[config.mk]
export PLATFORM = sky130hd
export DESIGN_NAME = mcm_filter_sequencer_flat
export DESIGN_NICKNAME = d
export VERILOG_FILES = /design/src/rtl/mcm_filter_sequencer_if.sv /design/src/rtl/mcm_filter_sequencer.sv /design/src/flat_wrapper.sv
export SDC_FILE = /design/constraint.sdc
export NUM_CORES = 1
export LEC_CHECK = 0
export BUFFER_PORTS_ARGS = -buffer_cell sky130_fd_sc_hd__buf_2
export CAP_MARGIN = 20
export CORE_ASPECT_RATIO = 0.5
export CORE_UTILIZATION = 30
export DETAILED_ROUTE_END_ITERATION = 10
export GPL_ROUTABILITY_DRIVEN = 0
export PLACE_DENSITY_LB_ADDON = 0.25
export SLEW_MARGIN = 20
export SYNTH_ARGS = -nofsm -noshare
export SYNTH_HDL_FRONTEND = slang
export SYNTH_SLANG_ARGS = --single-unit
export TNS_END_PERCENT = 30
[constraint.sdc]
create_clock -name clk -period 2.7 [get_ports clk]
set_input_delay 0.27 -clock clk [delete_from_list [all_inputs] [get_ports clk]]
set_output_delay 0.27 -clock clk [all_outputs]
set_load 0.005 [all_outputs]
[src/rtl/mcm_filter_sequencer_if.sv]
// Port bundle for the MCM filter sequencer: run control, reference-buffer read,
// shared constant-multiplier operand/products and the predicted-sample stream.
interface mcm_filter_sequencer_if;
    logic               start;
    logic [4:0]         len;
    logic               ref_rd_en;
    logic [5:0]         ref_rd_addr;
    logic [7:0]         ref_data;
    logic [7:0]         mcm_x;
    logic signed [15:0] mcm_y1;
    logic signed [15:0] mcm_y2;
    logic signed [15:0] mcm_y3;
    logic signed [15:0] mcm_y4;
    logic               pred_valid;
    logic [7:0]         pred_data;
    logic [4:0]         pred_idx;
    logic               busy;
    logic               done;

    modport master (
        input  start, len, ref_data, mcm_y1, mcm_y2, mcm_y3, mcm_y4,
        output ref_rd_en, ref_rd_addr, mcm_x, pred_valid, pred_data, pred_idx,
        output busy, done
    );

    modport slave (
        output start, len, ref_data, mcm_y1, mcm_y2, mcm_y3, mcm_y4,
        input  ref_rd_en, ref_rd_addr, mcm_x, pred_valid, pred_data, pred_idx,
        input  busy, done
    );
endinterface

[src/rtl/mcm_filter_sequencer.sv]
// 4-tap transposed FIR sequencer over a shared MCM block; MCM_FILTER_CLIP_EN selects clip vs wrap.
// Latency: start in cycle 0 -> pred[k] valid in cycle 6+k, done pulse in cycle L+6.
// No backpressure: output stream runs gap-free; start is ignored while busy.
module mcm_filter_sequencer #(
    parameter int MAX_LEN = 32,
    parameter int ACC_W   = 18
) (
    input  logic                  clk,
    input  logic                  rst,
    mcm_filter_sequencer_if.master bus
);

    typedef enum logic [1:0] {IDLE, FETCH, DRAIN, DONE} state_t;

    localparam logic signed [ACC_W-1:0] HALF = ACC_W'(32);
    localparam logic signed [ACC_W-1:0] MAXV = ACC_W'(255);

    state_t state_q, state_d;

    logic [5:0] len_q;
    logic [5:0] addr_q;
    logic       dvld_q;
    logic [5:0] daddr_q;

    logic signed [ACC_W-1:0] s1_q, s2_q, s3_q;
    logic signed [ACC_W-1:0] y1e, y2e, y3e, y4e;
    logic signed [ACC_W-1:0] sum, rnd;
    logic [7:0]              r8;
    logic                    out_due;

    logic       pvld_q;
    logic [7:0] pdat_q;
    logic [4:0] pidx_q;

    always_comb begin
        state_d = state_q;
        case (state_q)
            IDLE:    if (bus.start) state_d = FETCH;
            FETCH:   if (addr_q == len_q + 6'd2) state_d = DRAIN;
            DRAIN:   if (pvld_q && (pidx_q == 5'(len_q - 6'd1))) state_d = DONE;
            DONE:    state_d = IDLE;
            default: state_d = IDLE;
        endcase
    end

    assign bus.ref_rd_en   = (state_q == FETCH);
    assign bus.ref_rd_addr = (state_q == FETCH) ? addr_q : 6'd0;
    assign bus.busy        = (state_q != IDLE);
    assign bus.done        = (state_q == DONE);
    assign bus.mcm_x       = dvld_q ? bus.ref_data : 8'd0;

    assign y1e = ACC_W'(bus.mcm_y1);
    assign y2e = ACC_W'(bus.mcm_y2);
    assign y3e = ACC_W'(bus.mcm_y3);
    assign y4e = ACC_W'(bus.mcm_y4);

    // With sample n on the multiplier this cycle, sum is pred[n-3].
    assign sum     = s3_q + y4e;
    assign rnd     = (sum + HALF) >>> 6;
    assign out_due = dvld_q && (daddr_q >= 6'd3);

`ifdef MCM_FILTER_CLIP_EN
    always_comb begin
        if (rnd < 0)
            r8 = 8'd0;
        else if (rnd > MAXV)
            r8 = 8'd255;
        else
            r8 = rnd[7:0];
    end
`else
    logic unused_rnd_hi;
    assign unused_rnd_hi = ^rnd[ACC_W-1:8];
    assign r8            = rnd[7:0];
`endif

    always_ff @(posedge clk) begin
        if (rst) begin
            state_q <= IDLE;
            len_q   <= 6'd0;
            addr_q  <= 6'd0;
            dvld_q  <= 1'b0;
            daddr_q <= 6'd0;
            s1_q    <= '0;
            s2_q    <= '0;
            s3_q    <= '0;
            pvld_q  <= 1'b0;
            pdat_q  <= 8'd0;
            pidx_q  <= 5'd0;
        end else begin
            state_q <= state_d;
            dvld_q  <= (state_q == FETCH);
            daddr_q <= addr_q;

            if (state_q == IDLE && bus.start) begin
                len_q  <= (bus.len == 5'd0) ? 6'(MAX_LEN) : {1'b0, bus.len};
                addr_q <= 6'd0;
                s1_q   <= '0;
                s2_q   <= '0;
                s3_q   <= '0;
            end else begin
                if (state_q == FETCH)
                    addr_q <= addr_q + 6'd1;
                if (dvld_q) begin
                    s1_q <= y1e;
                    s2_q <= s1_q + y2e;
                    s3_q <= s2_q + y3e;
                end
            end

            pvld_q <= out_due;
            pdat_q <= out_due ? r8 : 8'd0;
            pidx_q <= out_due ? 5'(daddr_q - 6'd3) : 5'd0;
        end
    end

    assign bus.pred_valid = pvld_q;
    assign bus.pred_data  = pdat_q;
    assign bus.pred_idx   = pidx_q;

endmodule

[src/flat_wrapper.sv]
// flat-port wrapper written by rule: the top's interface ports become plain ports
module mcm_filter_sequencer_flat 
#(
    parameter int MAX_LEN = 32,
    parameter int ACC_W   = 18
)
  (clk, rst, bus_start, bus_len, bus_ref_data, bus_mcm_y1, bus_mcm_y2, bus_mcm_y3, bus_mcm_y4, bus_ref_rd_en, bus_ref_rd_addr, bus_mcm_x, bus_pred_valid, bus_pred_data, bus_pred_idx, bus_busy, bus_done);
  mcm_filter_sequencer_if bus_i ();
  input  logic clk;
  input  logic rst;
  input wire logic [$bits(bus_i.start)-1:0] bus_start;
  input wire logic [$bits(bus_i.len)-1:0] bus_len;
  input wire logic [$bits(bus_i.ref_data)-1:0] bus_ref_data;
  input wire logic [$bits(bus_i.mcm_y1)-1:0] bus_mcm_y1;
  input wire logic [$bits(bus_i.mcm_y2)-1:0] bus_mcm_y2;
  input wire logic [$bits(bus_i.mcm_y3)-1:0] bus_mcm_y3;
  input wire logic [$bits(bus_i.mcm_y4)-1:0] bus_mcm_y4;
  output wire logic [$bits(bus_i.ref_rd_en)-1:0] bus_ref_rd_en;
  output wire logic [$bits(bus_i.ref_rd_addr)-1:0] bus_ref_rd_addr;
  output wire logic [$bits(bus_i.mcm_x)-1:0] bus_mcm_x;
  output wire logic [$bits(bus_i.pred_valid)-1:0] bus_pred_valid;
  output wire logic [$bits(bus_i.pred_data)-1:0] bus_pred_data;
  output wire logic [$bits(bus_i.pred_idx)-1:0] bus_pred_idx;
  output wire logic [$bits(bus_i.busy)-1:0] bus_busy;
  output wire logic [$bits(bus_i.done)-1:0] bus_done;
  assign bus_i.start = bus_start;
  assign bus_i.len = bus_len;
  assign bus_i.ref_data = bus_ref_data;
  assign bus_i.mcm_y1 = bus_mcm_y1;
  assign bus_i.mcm_y2 = bus_mcm_y2;
  assign bus_i.mcm_y3 = bus_mcm_y3;
  assign bus_i.mcm_y4 = bus_mcm_y4;
  assign bus_ref_rd_en = bus_i.ref_rd_en;
  assign bus_ref_rd_addr = bus_i.ref_rd_addr;
  assign bus_mcm_x = bus_i.mcm_x;
  assign bus_pred_valid = bus_i.pred_valid;
  assign bus_pred_data = bus_i.pred_data;
  assign bus_pred_idx = bus_i.pred_idx;
  assign bus_busy = bus_i.busy;
  assign bus_done = bus_i.done;
  mcm_filter_sequencer #(.MAX_LEN(MAX_LEN), .ACC_W(ACC_W)) u_core (.clk(clk), .rst(rst), .bus(bus_i));
endmodule
==> run summary <==
Crit-path slowest cell -> fa_1
Area Growth Syn to Fin -> 23.3%
Post-route clock period utilization -> 85.7%
Synth area leaders -> dfxtp_1 (33%), ha_1 (16%), mux2i_1 (6.6%)
Nets -> 766
Crit-path max FO -> 3
Synth Cell Area -> 4680 um2
Final HPWL DP -> 8390 um
Synth warn -> 0
Drt drc -> 0
Initial Utilization -> 31.5%
Hold Crit Start -> bus_mcm_y1[6]
# setup viols final -> 0
WL final -> 10600 um
Fill cells -> 1534
Setup crit end kind -> flop
Post-CTS Hold Buffers -> 0
CP peak stage delay -> 410 ps
Max Cap Viol -> 0
Setup TNS -> 0 ps
FF-to-FF End -> u_core.s2_q[12]
Crit path launch -> u_core.s1_q[0]
Post-Syn Instances -> 521
Fmax -> 432 MHz
CTS Buf Count -> 9
Critical Path RT -> 2940 ps
Non-Filler Instances -> 827
VDD IR max -> 0.000365 V
CP Cell Sequence -> ha_1 > fa_1 > a21o_1 > a21oi_1 > o21a_1 > nor2_1 > a311oi_1 > xnor2_1 > a22o_1
WS Path Type -> flop to flop
Seq/Total Area, Yosys -> 32.9%
Post-synth EDFFs -> 0
Crit path time final -> 2310 ps
Unrepaired setup endpoints after global routing -> false
Vias per Instance -> 4.65
CTS clock-pin slew for the worst setup and hold paths -> 60 ps
Clk buf depth -> 2
Post-route ant nets -> 0
Synthesized area per cell -> 8.98 um2
Hold WC Path Type -> primary input to flop
Ys flop type -> dfxtp_1
Setup slack, reg-to-reg -> 390 ps
Ports -> 111
Net Count, Synth -> 663
IO buf count -> 102
Layout cells sized above 1 -> 20.5%
Vias -> 3846
DIE HEIGHT -> 90.3 um
Grt total ovfl -> 0
Most frequent cells in the layout -> buf_2 (102), dfxtp_1 (76), nor2_1 (70)
CTS Sinks -> 77
Crit path arrival time -> 2550 ps
Setup bufs post-CTS -> 0
CTS tree -> done
RR Startpoint -> u_core.s1_q[0]
Antenna Cells -> 0
Slew @ Worst Pin -> 560 ps
Lkg Pwr -> 0.00268 uW
Status -> complete, no violations
Cell variety after synth -> 54
Critical Path Source Type -> flop
Num rows -> 31
CTS-repair resized insts -> 0
WHS Path Cells -> 3
R2R depth -> 9
Synth Register Bits -> 77
Drt wl/cell -> 12.8 um
Largest net degree at the start of global routing -> 39
GRT Util Overall -> 13.7%
Most common cell after layout, fill and taps aside -> buf_2
Final Total Pwr -> 3960 uW
Worst clock skew -> 8.40 ps
DR iter-0 viols -> 106
Area leader, netlist -> dfxtp_1
CTS H-tree lvls -> 3
Die width -> 179 um
Fraction of registers with async set/reset -> 0%
Worst Hold End -> u_core.s1_q[6]
Synth top area share -> 32.9%
First-pass GRT wire length -> 17600 um
DIE AREA -> 16100 um2
Vias in the first global route -> 3812
Worst rel slew slack -> 62.7%
Root buf cell -> clkbuf_16
Worst-Skew Late Latency -> 340 ps
Final Hold Vio Count -> 0
Cell Count Post-Placement -> 811
Max-slew violation count -> 0
Power Density -> 686 nW/um2
Detailed Routing Iterations Pass 1 -> 4
Initial antenna violation count -> 0
Core box area -> 14900 um2
-- cells by family after synthesis --
kind of cell / synth area share (%)
AO/OA/AOI/OAI: 15.1
XOR/XNOR: 9.33
adder cells (fa/ha/maj): 16.9
buffers and inverters: 2.83
flip-flops: 32.9
multiplexers: 6.63
AND/OR/NAND/NOR: 16.3
-- sequential cells by signal, indices dropped and copies added (netlist names) --
register	count
u_core.addr_q	6
u_core.bus.pred_data	8
u_core.bus.pred_idx	5
u_core.bus.pred_valid	1
u_core.daddr_q	6
u_core.dvld_q	1
u_core.len_q	6
u_core.s1_q	14
u_core.s2_q	14
u_core.s3_q	14
u_core.state_q	2
-- through the flow --
stage,setup slack [ps],hold slack (ps),cell area (um2),util (%)
2_1_floorplan,533,342,4680,-
3_3_place_gp,304,434,5450,36.7
3_5_place_dp,287,433,5450,36.7
4_1_cts,369,155,5770,38.8
5_1_grt,155,167,5770,38.8
6_report,385,158,5770,38.8
-- critical path: cells and delay by family, from the launching register on --
family          cells  cell delay [ps]
compound gates      5             1110
fa+ha+maj           2              630
flops               1              310
xor+xnor            1              100
simple gates        1               70
-- routing by layer --
| layer | vias to the layer above | global-route usage, % | wire length [um] |
|---|---|---|---|
| li1 | 2040 | - | - |
| met1 | 1739 | 17.4 | 5310 |
| met2 | 55 | 22.5 | 4750 |
| met3 | 12 | 3.70 | 411 |
| met4 | 0 | 4.31 | 133 |
| met5 | - | 0 | 0 |
-- layout make-up --
class / count / area [um2] / area share [%]
Clock buffer: 11 / 233 / 4.03
Clock inverter: 5 / 85.1 / 1.47
Inverter: 18 / 67.6 / 1.17
Multi-Input combinational cell: 409 / 3010 / 52.1
Sequential cell: 77 / 1540 / 26.7
Tap cell: 198 / 248 / 4.29
Timing Repair Buffer: 109 / 588 / 10.2
-- synth_stat cells (2+ instances only) --
master,number
a31oi_1,2
a211oi_1,6
dfxtp_1,77
nand2b_1,5
or4_1,3
mux2i_1,31
nor4_1,2
o21bai_1,3
nand4_1,5
a21o_1,10
xnor2_1,30
fa_1,2
nor3_1,10
inv_1,18
nand2_1,17
a22o_1,2
a21oi_1,36
buf_1,3
a221oi_1,3
a21boi_0,2
nor2_1,70
nand3_1,13
clkbuf_1,13
and3_1,2
nor2b_1,9
o31ai_1,2
xor2_1,18
or3_1,2
and2_1,16
o21ai_0,21
o21a_1,6
ha_1,60
-- report_power, final --
part	total, uW	internal [uW]	switching (uW)	leakage [uW]
registers	1380	1250	132	0.000624
clock network	1290	813	480	0.000150
logic	1280	599	685	0.00190
-- worst max path at each step --
stage | endpoint | slack (ps)
2_1_floorplan | u_core.bus.pred_data[3] | 530
3_3_place_gp | u_core.s2_q[12] | 300
3_5_place_dp | u_core.s2_q[12] | 290
4_1_cts | u_core.s2_q[12] | 370
5_1_grt | u_core.s3_q[10] | 160
6_report | u_core.s2_q[12] | 390
(Power assumes the default switching activity.)
